### src/rtl/dma_rd_sched.sv
// dma_rd_sched: round-robin scheduler that hands read jobs from two requesters
// to a single DMA read engine, routes the returned beats back to the owner,
// enforces an idle gap between jobs and flags beat-count mismatches.
module dma_rd_sched #(
    parameter int BITS_TRANS   = 18,
    parameter int AXI_WIDTH_AD = 32,
    parameter int AXI_WIDTH_DA = 32,
    parameter int GAP_CYCLES   = 4
) (
    input  logic                    clk,
    input  logic                    rstn,
    input  logic                    req0_valid,
    output logic                    req0_ready,
    input  logic [AXI_WIDTH_AD-1:0] req0_addr,
    input  logic [BITS_TRANS-1:0]   req0_len,
    input  logic                    req1_valid,
    output logic                    req1_ready,
    input  logic [AXI_WIDTH_AD-1:0] req1_addr,
    input  logic [BITS_TRANS-1:0]   req1_len,
    output logic                    dma_start,
    output logic [BITS_TRANS-1:0]   dma_num_trans,
    output logic [AXI_WIDTH_AD-1:0] dma_start_addr,
    input  logic [AXI_WIDTH_DA-1:0] dma_data,
    input  logic                    dma_data_vld,
    input  logic                    dma_done,
    output logic [AXI_WIDTH_DA-1:0] rd0_data,
    output logic                    rd0_vld,
    output logic                    rd0_done,
    output logic [AXI_WIDTH_DA-1:0] rd1_data,
    output logic                    rd1_vld,
    output logic                    rd1_done,
    output logic                    busy,
    output logic                    cnt_err
);

    localparam logic [2:0] S_IDLE  = 3'd0;
    localparam logic [2:0] S_ISSUE = 3'd1;
    localparam logic [2:0] S_BUSY  = 3'd2;
    localparam logic [2:0] S_GAP   = 3'd3;
    localparam logic [2:0] S_ZERO  = 3'd4;

    // A GAP_CYCLES of 0 still spends one cycle in GAP; the counter needs at least one bit.
    localparam int GAP_W = (GAP_CYCLES > 1) ? $clog2(GAP_CYCLES) : 1;
    localparam logic [GAP_W-1:0] GAP_LOAD = (GAP_CYCLES > 0) ? GAP_W'(GAP_CYCLES - 1) : '0;

    logic [2:0]              r_state;
    logic                    r_last_grant;
    logic                    r_owner;
    logic [BITS_TRANS-1:0]   r_len;
    logic [AXI_WIDTH_AD-1:0] r_addr;
    logic [BITS_TRANS-1:0]   r_beat_cnt;
    logic [GAP_W-1:0]        r_gap_cnt;
    logic                    r_cnt_err;
    logic [AXI_WIDTH_DA-1:0] r_rd0_data;
    logic [AXI_WIDTH_DA-1:0] r_rd1_data;
    logic                    r_rd0_vld;
    logic                    r_rd1_vld;
    logic                    r_rd0_done;
    logic                    r_rd1_done;

    logic                    w_accept;
    logic                    w_grant1;
    logic [AXI_WIDTH_AD-1:0] w_sel_addr;
    logic [BITS_TRANS-1:0]   w_sel_len;
    logic                    w_zero_accept;
    logic                    w_fwd;
    logic                    w_busy_done;
    logic [BITS_TRANS-1:0]   w_beat_total;

    // Round-robin grant: on contention the requester not served last wins.
    assign w_grant1      = req1_valid & (~req0_valid | ~r_last_grant);
    assign w_accept      = (r_state == S_IDLE) & (req0_valid | req1_valid);
    assign w_sel_addr    = w_grant1 ? req1_addr : req0_addr;
    assign w_sel_len     = w_grant1 ? req1_len : req0_len;
    assign w_zero_accept = w_accept & (w_sel_len == '0);
    assign w_fwd         = (r_state == S_BUSY) & dma_data_vld;
    assign w_busy_done   = (r_state == S_BUSY) & dma_done;
    assign w_beat_total  = r_beat_cnt + {{(BITS_TRANS-1){1'b0}}, dma_data_vld};

    // Ready is a same-cycle handshake; it is masked by rstn so it reads 0 while held in reset.
    assign req0_ready     = rstn & w_accept & ~w_grant1;
    assign req1_ready     = rstn & w_accept & w_grant1;
    assign dma_start      = (r_state == S_ISSUE);
    assign dma_num_trans  = r_len;
    assign dma_start_addr = r_addr;
    assign busy           = (r_state != S_IDLE);
    assign cnt_err        = r_cnt_err;
    assign rd0_data       = r_rd0_data;
    assign rd1_data       = r_rd1_data;
    assign rd0_vld        = r_rd0_vld;
    assign rd1_vld        = r_rd1_vld;
    assign rd0_done       = r_rd0_done;
    assign rd1_done       = r_rd1_done;

    // Job sequencing: accept, issue to engine, count beats, then hold off for the gap.
    always_ff @(posedge clk or negedge rstn) begin
        if (!rstn) begin
            r_state      <= S_IDLE;
            r_last_grant <= 1'b1;
            r_owner      <= 1'b0;
            r_len        <= '0;
            r_addr       <= '0;
            r_beat_cnt   <= '0;
            r_gap_cnt    <= '0;
            r_cnt_err    <= 1'b0;
        end else begin
            case (r_state)
                S_IDLE: begin
                    if (w_accept) begin
                        r_owner      <= w_grant1;
                        r_last_grant <= w_grant1;
                        r_addr       <= w_sel_addr;
                        r_len        <= w_sel_len;
                        r_state      <= (w_sel_len == '0) ? S_ZERO : S_ISSUE;
                    end
                end
                S_ISSUE: begin
                    r_beat_cnt <= '0;
                    r_state    <= S_BUSY;
                end
                S_BUSY: begin
                    if (dma_data_vld) begin
                        r_beat_cnt <= w_beat_total;
                    end
                    if (dma_done) begin
                        if (w_beat_total != r_len) begin
                            r_cnt_err <= 1'b1;
                        end
                        r_gap_cnt <= GAP_LOAD;
                        r_state   <= S_GAP;
                    end
                end
                S_GAP: begin
                    if (r_gap_cnt == '0) begin
                        r_state <= S_IDLE;
                    end else begin
                        r_gap_cnt <= r_gap_cnt - 1'b1;
                    end
                end
                S_ZERO: begin
                    r_state <= S_IDLE;
                end
                default: begin
                    r_state <= S_IDLE;
                end
            endcase
        end
    end

    // Registered routing of engine beats and done pulses to the owning requester.
    always_ff @(posedge clk or negedge rstn) begin
        if (!rstn) begin
            r_rd0_data <= '0;
            r_rd1_data <= '0;
            r_rd0_vld  <= 1'b0;
            r_rd1_vld  <= 1'b0;
            r_rd0_done <= 1'b0;
            r_rd1_done <= 1'b0;
        end else begin
            r_rd0_vld  <= w_fwd & ~r_owner;
            r_rd1_vld  <= w_fwd & r_owner;
            if (w_fwd & ~r_owner) begin
                r_rd0_data <= dma_data;
            end
            if (w_fwd & r_owner) begin
                r_rd1_data <= dma_data;
            end
            r_rd0_done <= (w_busy_done & ~r_owner) | (w_zero_accept & ~w_grant1);
            r_rd1_done <= (w_busy_done & r_owner) | (w_zero_accept & w_grant1);
        end
    end

endmodule

### config.mk
export PLATFORM = sky130hd
export DESIGN_NAME = dma_rd_sched
export DESIGN_NICKNAME = d
export VERILOG_FILES = /design/src/rtl/dma_rd_sched.sv
export SDC_FILE = /design/constraint.sdc
export NUM_CORES = 1
export LEC_CHECK = 0
export CAP_MARGIN = 20
export CORE_UTILIZATION = 40
export DETAILED_ROUTE_END_ITERATION = 16
export PLACE_DENSITY = 0.89
export SLEW_MARGIN = 10
export SYNTH_ARGS = -nofsm -noshare
export SYNTH_HDL_FRONTEND = slang
export SYNTH_SLANG_ARGS = --single-unit
### constraint.sdc
create_clock -name clk -period 2.07 [get_ports clk]
set_clock_uncertainty 0.2 [all_clocks]
set_input_delay 0.414 -clock clk [delete_from_list [all_inputs] [get_ports clk]]
set_output_delay 0.414 -clock clk [all_outputs]
set_load 0.03 [all_outputs]
==> flow_summary.ini <==
[pwr]
p_per_area_nw_per_um2 = 1430
ir_drop_mv = 0.895
p_leak_nw = 5.04
share_comb_of_total_power_pct = 49.8
intPower_mw = 9.09
clockPowerShare_pct = 19.6
power_frac_seq_pct = 30.5
swShare_pct = 43.3
switching_power_mw = 6.93

[job]
cap_violations = 0

[worst_setup_path]
critical_path_class = reg2reg
critPathBufInv = 0
path_max_fanout = 4
end_kind = flop
cp_top_family = simple AND/OR/NAND/NOR gates
worst_r2r_path_depth = 8
max_stage_delay_ps = 460
critPathArrivalTime_ps = 2460
worstPathCellList = ha_2 > ha_4 > nand4_1 > or3_4 > a211oi_2 > o21ai_2 > nor4_2 > a31oi_1
cp.depth = 8
required_ps = 2170
crit_path_start_kind = flop
cp_slowest_cell = or3_4

[run_status]
status = finished with violations
violations = setup timing

[cells_and_area]
fillers = 1181
instances_no_fill = 1181
final_common_cell = dfrtp_1
drive_gt1_share_pct = 25.1
nets = 1089
final_cell_mix = dfrtp_1, clkdlybuf4s50_1, dlygate4sd2_1
synthToLayoutAreaGrowth_pct = 65.5

[clocking]
worstSkewPairLatency_ps = 420
clockBufferDepth = 2
cts_tree = done
root_buffer = clkbuf_16
clkTransAtPathRegs_ps = 60
cts.sinks = 144
numCtsBuffers = 17
htreeDepth = 4

[timing]
max_freq_ghz = 0.423
setup_ws_ps = -296
rsz0062_at_grt = yes
hold-worst-slack_ps = 299
period_needed_ps = 2370
worstMarginPinSlew_ps = 774
slew_headroom_pct = 48.4
hold_violations = 0
fin_crit_sh_pct = 114
final-setup-viol-count = 9
slew_violations = 0

[routing]
drtAntennaViolNets = 0
first_iter_violations = 446
vias = 6294
drt-pass1-iter-count = 5
via_per_inst = 5.33
finalWirelength_um = 22200
drc_errors = 0
wl_per_cell_um = 18.8

[die]
die_area_um2 = 17500
initial_core_util_pct = 40.8
ios = 261
core_um2 = 16600
fp.dieW_um = 132
rows = 47
die_y_um = 132

[yosys]
synth_edf_count = 0
async_reset_ff_share_pct = 100
synth_cell_types = 50
synth.avg_cell_area_um2 = 11.1
synth_seq_cells = 144
synthFlopType = dfrtp_1
synthesis.nets = 753
synth_cells = 611
yosysSeqAreaShare_pct = 53.2
syn_area_um2 = 6770
yosysWarningCount = 0

[hold_path]
hold_class = reg2reg
holdPathStages = 1

[grt]
met3_usage_pct = 7.00
overflow = 0
met1_usage_pct = 27.0
grt_pass1_wl_um = 32900
antenna_found_initial = 1
grt_max_degree = 145
grt.met2_usage_pct = 43.3
grt-busiest-layer = met2
track_usage_pct = 24.4
grt_pass1_vias = 6393

[place]
place_hpwl_um = 14700
place_inst = 1128
place.gp.congestion = 0.927
place_ws_ps = -819
numPortBuffers = 260
-- synth_stat cells, types with 2 or more instances --
master | count | area, µm²
dfrtp_1 | 143 | 3580
nor2_1 | 73 | 274
mux2_2 | 67 | 754
a21oi_1 | 65 | 325
mux2i_1 | 52 | 521
buf_2 | 24 | 120
o21ai_0 | 24 | 120
nand2_1 | 17 | 63.8
nand3_1 | 12 | 60.1
nand4_1 | 11 | 68.8
xor2_1 | 10 | 87.6
a31oi_1 | 9 | 56.3
clkbuf_1 | 9 | 33.8
xnor2_1 | 9 | 78.8
o31ai_1 | 8 | 60.1
inv_1 | 7 | 26.3
nor4_1 | 6 | 37.5
and3_1 | 5 | 31.3
ha_1 | 4 | 50.1
nor2b_1 | 4 | 25.0
nor3_1 | 4 | 20.0
o41ai_1 | 4 | 35.0
or3_1 | 4 | 25.0
buf_4 | 3 | 22.5
nand2b_1 | 3 | 18.8
nor3b_1 | 3 | 22.5
o22ai_1 | 3 | 18.8
a211oi_1 | 2 | 15.0
and2_1 | 2 | 12.5
buf_6 | 2 | 22.5
nor2_2 | 2 | 12.5
or4_1 | 2 | 15.0
-- power by group through the flow --
stage | registers (mW) | logic (mW) | clock network [mW]
floorplan | 7.07 | 2.30 | 0
global placement | 4.86 | 8.03 | 0
detailed placement | 4.93 | 8.20 | 0
CTS | 4.86 | 7.71 | 3.20
global route | 5.03 | 8.42 | 3.31
finish | 4.89 | 7.98 | 3.15
-- per-layer routing --
metal / vias up / wire, µm
li1: 2873 / -
met1: 3041 / 8140
met2: 323 / 11500
met3: 57 / 1690
met4: 0 / 822
met5: - / 0
-- sequential cells by signal (all words and copies together) (netlist names) --
signal / cells
cnt_err: 1
dma_num_trans: 18
dma_start_addr: 32
r_beat_cnt: 18
r_gap_cnt: 2
r_last_grant: 1
r_owner: 1
r_state: 3
rd0_data: 32
rd0_done: 1
rd0_vld: 1
rd1_data: 32
rd1_done: 1
rd1_vld: 1
-- metrics by stage --
step | TNS, ps | utilization [%] | total power [mW] | cell area (µm²)
finish | -1250 | 67.6 | 16.0 | 11200
global route | -2350 | 67.6 | 16.8 | 11200
CTS | -1250 | 65.4 | 15.8 | 10800
detailed placement | -41460 | 61.2 | 13.1 | 10200
global placement | -38170 | 61.2 | 12.9 | 10200
floorplan | -270 | - | 9.37 | 6780
-- final cells by class --
cell class                      count  area (µm²)  share of cell area (%)
Multi-Input combinational cell    420        3210                    28.7
Clock inverter                     15         184                    1.64
Clock buffer                       17         425                    3.80
Timing Repair Buffer              356        3470                    31.0
Inverter                            8        30.0                   0.268
Antenna cell                        1        2.50                  0.0223
Sequential cell                   144        3600                    32.2
Tap cell                          220         275                    2.46
-- worst register-to-register path, delay by kind of cell, from the launching register on --
kind                     cells  cell delay [ps]
adder cells (fa/ha/maj)      2              340
AND/OR/NAND/NOR              3              940
AO/OA/AOI/OAI                3              380
flip-flops                   1              380
-- final timing paths --
path,startpoint,end,slack (ps)
setup / recovery,r_beat_cnt[0]$_DFFE_PN0P_,cnt_err$_DFFE_PN0P_,-300
hold / removal,rd1_data[6]$_DFFE_PN0P_,rd1_data[6]$_DFFE_PN0P_,300
setup reg to reg,r_beat_cnt[0]$_DFFE_PN0P_,cnt_err$_DFFE_PN0P_,-300
hold reg to reg,rd1_data[6]$_DFFE_PN0P_,rd1_data[6]$_DFFE_PN0P_,300
max in group asynchronous,rstn,dma_start_addr[3]$_DFFE_PN0P_,520
min in group asynchronous,rstn,rd1_data[5]$_DFFE_PN0P_,580
-- kinds of logic after synthesis --
kind of cell             after synthesis  share of synthesized area, %
AND/OR/NAND/NOR                      156                          11.1
flip-flops                           144                          53.2
AO/OA/AOI/OAI                        122                          10.1
multiplexers                         119                          18.8
buffers and inverters                 47                          3.46
XOR/XNOR                              19                          2.46
adder cells (fa/ha/maj)                4                         0.739
-- what timing repair did --
action | in CTS | in global routing
endpoints found under the setup margin | 172 | 154
hold endpoints to repair | 143 | 0
cloned | 1 | 3
hold buffers | 1 | 0
pin swaps | 11 | 15
gates resized for setup | 132 | 55
buffers inserted | 8 | 9
Power figures use the tool's default switching activity.
